<file path="config.mk">
export PLATFORM = sky130hd
export DESIGN_NAME = uart_tx_arb
export DESIGN_NICKNAME = d
export VERILOG_FILES = /design/src/rtl/uart_pkg.sv /design/src/rtl/rr_pick.sv /design/src/rtl/uart_tx_arb.sv
export SDC_FILE = /design/constraint.sdc
export NUM_CORES = 1
export LEC_CHECK = 0
export ABC_AREA = 1
export BUFFER_PORTS_ARGS = -buffer_cell sky130_fd_sc_hd__buf_2
export CORE_UTILIZATION = 54
export CTS_BUF_LIST = sky130_fd_sc_hd__clkbuf_16
export DETAILED_ROUTE_END_ITERATION = 16
export GPL_ROUTABILITY_DRIVEN = 0
export MAX_ROUTING_LAYER = met4
export PLACE_DENSITY = 0.95
export SLEW_MARGIN = 20
export SYNTH_ARGS = -nofsm -noshare
export SYNTH_HDL_FRONTEND = slang
export SYNTH_SLANG_ARGS = --single-unit
export TNS_END_PERCENT = 1
</file>
<file path="constraint.sdc">
create_clock -name clk -period 4.2 [get_ports clk]
set_input_delay 1.05 -clock clk [delete_from_list [all_inputs] [get_ports clk]]
set_output_delay 1.05 -clock clk [all_outputs]
set_load 0.02 [all_outputs]
</file>
<file path="src/rtl/uart_pkg.sv">
// uart_pkg: shared types and defaults for the UART transmit arbiter.
// CKSUM state exists only when UART_TX_ARB_CHECKSUM_EN is defined.
package uart_pkg;

   localparam int CLK_FREQ    = 50_000_000;
   localparam int BAUD_RATE   = 115_200;
   localparam int MAX_LEN_DEF = 16;

   typedef enum logic [2:0] {
      S_IDLE,
      S_ARB,
      S_LOAD,
      S_START,
      S_WAIT_LO,
      S_WAIT_HI,
`ifdef UART_TX_ARB_CHECKSUM_EN
      S_CKSUM,
`endif
      S_DONE
   } state_t;

endpackage

</file>
<file path="src/rtl/rr_pick.sv">
// rr_pick: combinational round-robin selector.
// Searches from ptr+1 upward (wrapping) for the first active request.
module rr_pick #(
   parameter int N  = 4,
   parameter int IW = $clog2(N)
) (
   input  logic [N-1:0]  req,
   input  logic [IW-1:0] ptr,
   output logic [N-1:0]  gnt,
   output logic [IW-1:0] idx
);

   logic found;

   // first requester after ptr wins
   always_comb begin
      gnt   = '0;
      idx   = '0;
      found = 1'b0;
      for (int k = 1; k <= N; k++) begin
         if (!found && req[(int'(ptr) + k) % N]) begin
            found = 1'b1;
            gnt[(int'(ptr) + k) % N] = 1'b1;
            idx = IW'((int'(ptr) + k) % N);
         end
      end
   end

endmodule

</file>
<file path="src/rtl/uart_tx_arb.sv">
// uart_tx_arb: round-robin packet arbiter in front of one UART transmitter.
// Define UART_TX_ARB_CHECKSUM_EN to append an XOR checksum byte per packet.
module uart_tx_arb
   import uart_pkg::*;
#(
   parameter int NUM_REQ = 4,
   parameter int MAX_LEN = MAX_LEN_DEF
) (
   input  logic                 clk,
   input  logic                 rst_n,
   input  logic [NUM_REQ-1:0]   req,
   input  logic [8*NUM_REQ-1:0] req_data,
   input  logic [NUM_REQ-1:0]   req_last,
   output logic [NUM_REQ-1:0]   byte_ack,
   output logic [NUM_REQ-1:0]   grant,
   output logic [7:0]           tx_data,
   output logic                 tx_start,
   input  logic                 tx_ready,
   output logic                 busy,
   output logic                 overrun
);

   localparam int IW = $clog2(NUM_REQ);

   state_t               state_q, state_d;
   logic [NUM_REQ-1:0]   grant_q;
   logic [IW-1:0]        ptr_q;
   logic [4:0]           cnt_q;
   logic                 last_q;
   logic [7:0]           tx_data_q;
   logic [NUM_REQ-1:0]   pick_gnt;
   logic [IW-1:0]        pick_idx;
   logic [7:0]           sel_byte;
   logic                 sel_last;
   logic                 at_max;
`ifdef UART_TX_ARB_CHECKSUM_EN
   logic [7:0]           cks_q;
   logic                 ck_sent_q;
`endif

   rr_pick #(
      .N  (NUM_REQ),
      .IW (IW)
   ) u_pick (
      .req (req),
      .ptr (ptr_q),
      .gnt (pick_gnt),
      .idx (pick_idx)
   );

   // ptr always holds the current owner once granted
   assign sel_byte = req_data[8*int'(ptr_q) +: 8];
   assign sel_last = req_last[ptr_q];
   assign at_max   = (cnt_q == 5'(MAX_LEN - 1));

   assign grant   = grant_q;
   assign tx_data = tx_data_q;
   assign busy    = (state_q != S_IDLE);

   // state register
   always_ff @(posedge clk or negedge rst_n) begin
      if (!rst_n) state_q <= S_IDLE;
      else        state_q <= state_d;
   end

   // next state and strobes
   always_comb begin
      state_d  = state_q;
      tx_start = 1'b0;
      byte_ack = '0;
      overrun  = 1'b0;
      unique case (state_q)
         S_IDLE:    if (|req) state_d = S_ARB;
         S_ARB:     state_d = (|req) ? S_LOAD : S_IDLE;
         S_LOAD: begin
            byte_ack = grant_q;
            overrun  = at_max & ~sel_last;
            state_d  = S_START;
         end
         S_START: begin
            if (tx_ready) begin
               tx_start = 1'b1;
               state_d  = S_WAIT_LO;
            end
         end
         S_WAIT_LO: if (!tx_ready) state_d = S_WAIT_HI;
         S_WAIT_HI: begin
            if (tx_ready) begin
               if (!last_q)        state_d = S_LOAD;
`ifdef UART_TX_ARB_CHECKSUM_EN
               else if (!ck_sent_q) state_d = S_CKSUM;
`endif
               else                state_d = S_DONE;
            end
         end
`ifdef UART_TX_ARB_CHECKSUM_EN
         S_CKSUM:   state_d = S_START;
`endif
         S_DONE:    state_d = S_IDLE;
         default:   state_d = S_IDLE;
      endcase
   end

   // grant, pointer, byte counter and data path
   always_ff @(posedge clk or negedge rst_n) begin
      if (!rst_n) begin
         grant_q   <= '0;
         ptr_q     <= IW'(NUM_REQ - 1);
         cnt_q     <= '0;
         last_q    <= 1'b0;
         tx_data_q <= 8'h00;
`ifdef UART_TX_ARB_CHECKSUM_EN
         cks_q     <= 8'h00;
         ck_sent_q <= 1'b0;
`endif
      end else begin
         case (state_q)
            S_ARB: begin
               if (|req) begin
                  grant_q <= pick_gnt;
                  ptr_q   <= pick_idx;
               end
`ifdef UART_TX_ARB_CHECKSUM_EN
               cks_q     <= 8'h00;
               ck_sent_q <= 1'b0;
`endif
            end
            S_LOAD: begin
               tx_data_q <= sel_byte;
               last_q    <= sel_last | at_max;
`ifdef UART_TX_ARB_CHECKSUM_EN
               cks_q     <= cks_q ^ sel_byte;
`endif
            end
            S_WAIT_HI: begin
               if (tx_ready && !last_q) cnt_q <= cnt_q + 5'd1;
            end
`ifdef UART_TX_ARB_CHECKSUM_EN
            S_CKSUM: begin
               tx_data_q <= cks_q;
               ck_sent_q <= 1'b1;
            end
`endif
            S_DONE: begin
               grant_q <= '0;
               cnt_q   <= '0;
            end
            default: ;
         endcase
      end
   end

endmodule

</file>
==> impl_metrics.env <==
export IMPL_clk_pin_slew_ns=0.06
export IMPL_core_area_mm2=0.00313
export IMPL_maxCapViolations=0
export IMPL_power_total_mw=1.60
export IMPL_avgSynthCellArea_um2=6.88
export IMPL_p_per_area_mw_per_mm2=723
export IMPL_timing_hold_ws_ns=0.507
export IMPL_max_freq_mhz=313
export IMPL_critPathLaunchType="register"
export IMPL_synth_ff_type="dfrtp_1"
export IMPL_synth_area_mm2=0.00182
export IMPL_synth_area_leaders="dfrtp_1, nor2_1, nand2_1, nand3_1, ha_1"
export IMPL_synth_nets=318
export IMPL_io_pins=62
export IMPL_cts_path_max_buffers=2
export IMPL_cts_hold_buffers=0
export IMPL_cts_made_buffers=3
export IMPL_grt_usage_pct=27.1
export IMPL_critPathMaxFanout=31
export IMPL_antenna_found_initial=0
export IMPL_clkPwrFrac_pct=12.5
export IMPL_p_sw_uw=822
export IMPL_p_sw_share_pct=51.3
export IMPL_finalCritPeriodShare_pct=76.1
export IMPL_yosys_cell_count_top_type="nor2_1"
export IMPL_syn_inst=265
export IMPL_tritoncts="built"
export IMPL_syn_to_final_growth_pct=21.6
export IMPL_drcViolationCount=0
export IMPL_synth_seq_cells=23
export IMPL_finClkSkew_ns=0.00109
export IMPL_cts_sinks=23
export IMPL_period_needed_ns=3.20
export IMPL_worstSetupEndpointType="output pin"
export IMPL_die_h_um=60.1
export IMPL_routed_via_density=5.28
export IMPL_vias=1931
export IMPL_postCtsResizedCells=0
export IMPL_synth_edf_count=0
export IMPL_die_area_mm2=0.00361
export IMPL_grt_pass1_wl_um=7190
export IMPL_ant_nets=0
export IMPL_clock_latency_ns=0.25
export IMPL_dp_hpwl_um=3320
export IMPL_drt_wl_total_um=4320
export IMPL_rsz0062_at_grt="false"
export IMPL_layout_cells_non_filler=366
export IMPL_row_count=20
export IMPL_dp_cells=362
export IMPL_final_nets=376
export IMPL_port_buffers=61
export IMPL_grt_start_max_net_pins=32
export IMPL_setup_slack_ns=1.00
export IMPL_tightestPinTransition_ns=0.586
export IMPL_setup_tns_ns=0
export IMPL_synth_distinct_cells=33
export IMPL_cts_setup_buffers=0
export IMPL_synth_top_area_share_pct=28.8
export IMPL_h_tree_depth=1
export IMPL_setup_viol=0
export IMPL_cp_required_ns=3.15
export IMPL_internal_power_uw=782
export IMPL_outcome="complete, no violations"
export IMPL_vdd_drop_max_v=0.000409
export IMPL_finalMaxSlewViolations=0
export IMPL_dieWidth_um=60.1
export IMPL_cts_root_buf="clkbuf_16"
export IMPL_slew_headroom_pct=60.9
export IMPL_crit_type="reg -> out"
export IMPL_post_place_ws_ns=1.27
export IMPL_drive_above_1_share_pct=26.1
export IMPL_yosys_area_top_type="dfrtp_1"
export IMPL_cp_arrival_ns=2.15
export IMPL_grt_pass1_vias=1702
export IMPL_cellLeakagePower_nw=1.16
export IMPL_drt_pass1_iter_count=6
export IMPL_initial_core_util_pct=58.3
export IMPL_synth_common_cells="nor2_1, nand2_1, inv_1, nand3_1, o21ai_0"
export IMPL_globalRouteOverflowTotal=0
export IMPL_yosys_warnings=0
export IMPL_first_iter_violations=86
export IMPL_async_flop_share_pct=100
export IMPL_p_seq_share_pct=27.0
export IMPL_hold_violations=0
export IMPL_diodes=0
export IMPL_comb_power_share_pct=60.6
export IMPL_hp_class="reg -> reg"
export IMPL_wl_per_cell_um=11.8
export IMPL_yosysSeqAreaShare_pct=31.7
cell families (layout without fill, tap and decap cells):
logic type	count (synthesis)	count (layout)	share of synthesized area (%)
and+or+nand+nor	144	144	36.3
buffers and inverters	37	94	9.19
xor gates and xnor gates	1	1	0.480
AOI/OAI and AO/OA	50	50	15.5
adders and majority gates	10	10	6.86
DFF	23	23	31.7
layout make-up:
type | instances | area [um^2]
tap | 44 | 55.1
sequential | 23 | 578
clock buffer | 3 | 75.1
fill | 231 | 910
multi-input combinational | 205 | 1080
timing repair buffer | 62 | 313
inverter | 28 | 110
clock inverter | 1 | 3.75
per-layer routing:
layer / track usage (%) / vias up / wire, um
li1: - / 977 / -
met1: 33.2 / 860 / 1890
met2: 44.9 / 92 / 2100
met3: 5.84 / 2 / 307
met4: 6.98 / 0 / 31
met5: - / - / 0
through the flow:
stage | area (um^2) | util [%]
2_1_floorplan | 1820 | -
3_3_place_gp | 2140 | 68.4
3_5_place_dp | 2140 | 68.4
4_1_cts | 2220 | 70.9
5_1_grt | 2220 | 70.9
6_report | 2220 | 70.9
state kept, by name, indices dropped and copies added (netlist names):
name,cells
tx_data,8
cnt_q,5
grant,4
ptr_q,2
state_q,3
last_q,1
power groups by stage:
stage | Clock [mW] | Combinational [mW] | Sequential, mW
floorplan | 0 | 0.748 | 0.431
global placement | 0 | 0.930 | 0.427
detailed placement | 0 | 0.956 | 0.433
CTS | 0.202 | 0.966 | 0.431
global route | 0.212 | 1.08 | 0.447
finish | 0.200 | 0.971 | 0.432
layout by cell type, fill, tap and decap left out, types with 2 or more instances in the layout:
cell type	count
a31oi_1	8
o21ai_0	24
nand2_1	41
clkbuf_16	3
dfstp_2	2
nor3_1	3
nand3_1	26
o21ai_1	2
nand2_2	4
nor2_1	57
nand2_4	4
a21oi_1	7
dfrtp_1	21
nor2_2	2
buf_2	61
ha_1	10
inv_1	27
nand3_2	2
a21boi_0	4
final timing paths:
check	from	end	slack (ns)	cells after the start
setup / recovery	ptr_q[0]$_DFFE_PN1P_	overrun	1.00	5
hold / removal	grant[1]$_DFFE_PN0P_	grant[1]$_DFFE_PN0P_	0.51	2
setup reg to reg	ptr_q[0]$_DFFE_PN1P_	ptr_q[0]$_DFFE_PN1P_	1.68	11
hold reg to reg	grant[1]$_DFFE_PN0P_	grant[1]$_DFFE_PN0P_	0.51	2
max in group asynchronous	rst_n	ptr_q[1]$_DFFE_PN1P_	3.08	1
min in group asynchronous	rst_n	grant[2]$_DFFE_PN0P_	0.76	1
worst max-delay path, stage by stage, from the launching register on:
cell     delay (ns)
dfstp_2        0.91
inv_6          0.19
o21ai_0        0.22
o22ai_1        0.12
nor3b_1        0.24
buf_2          0.21
Power figures use the tool's default switching activity.
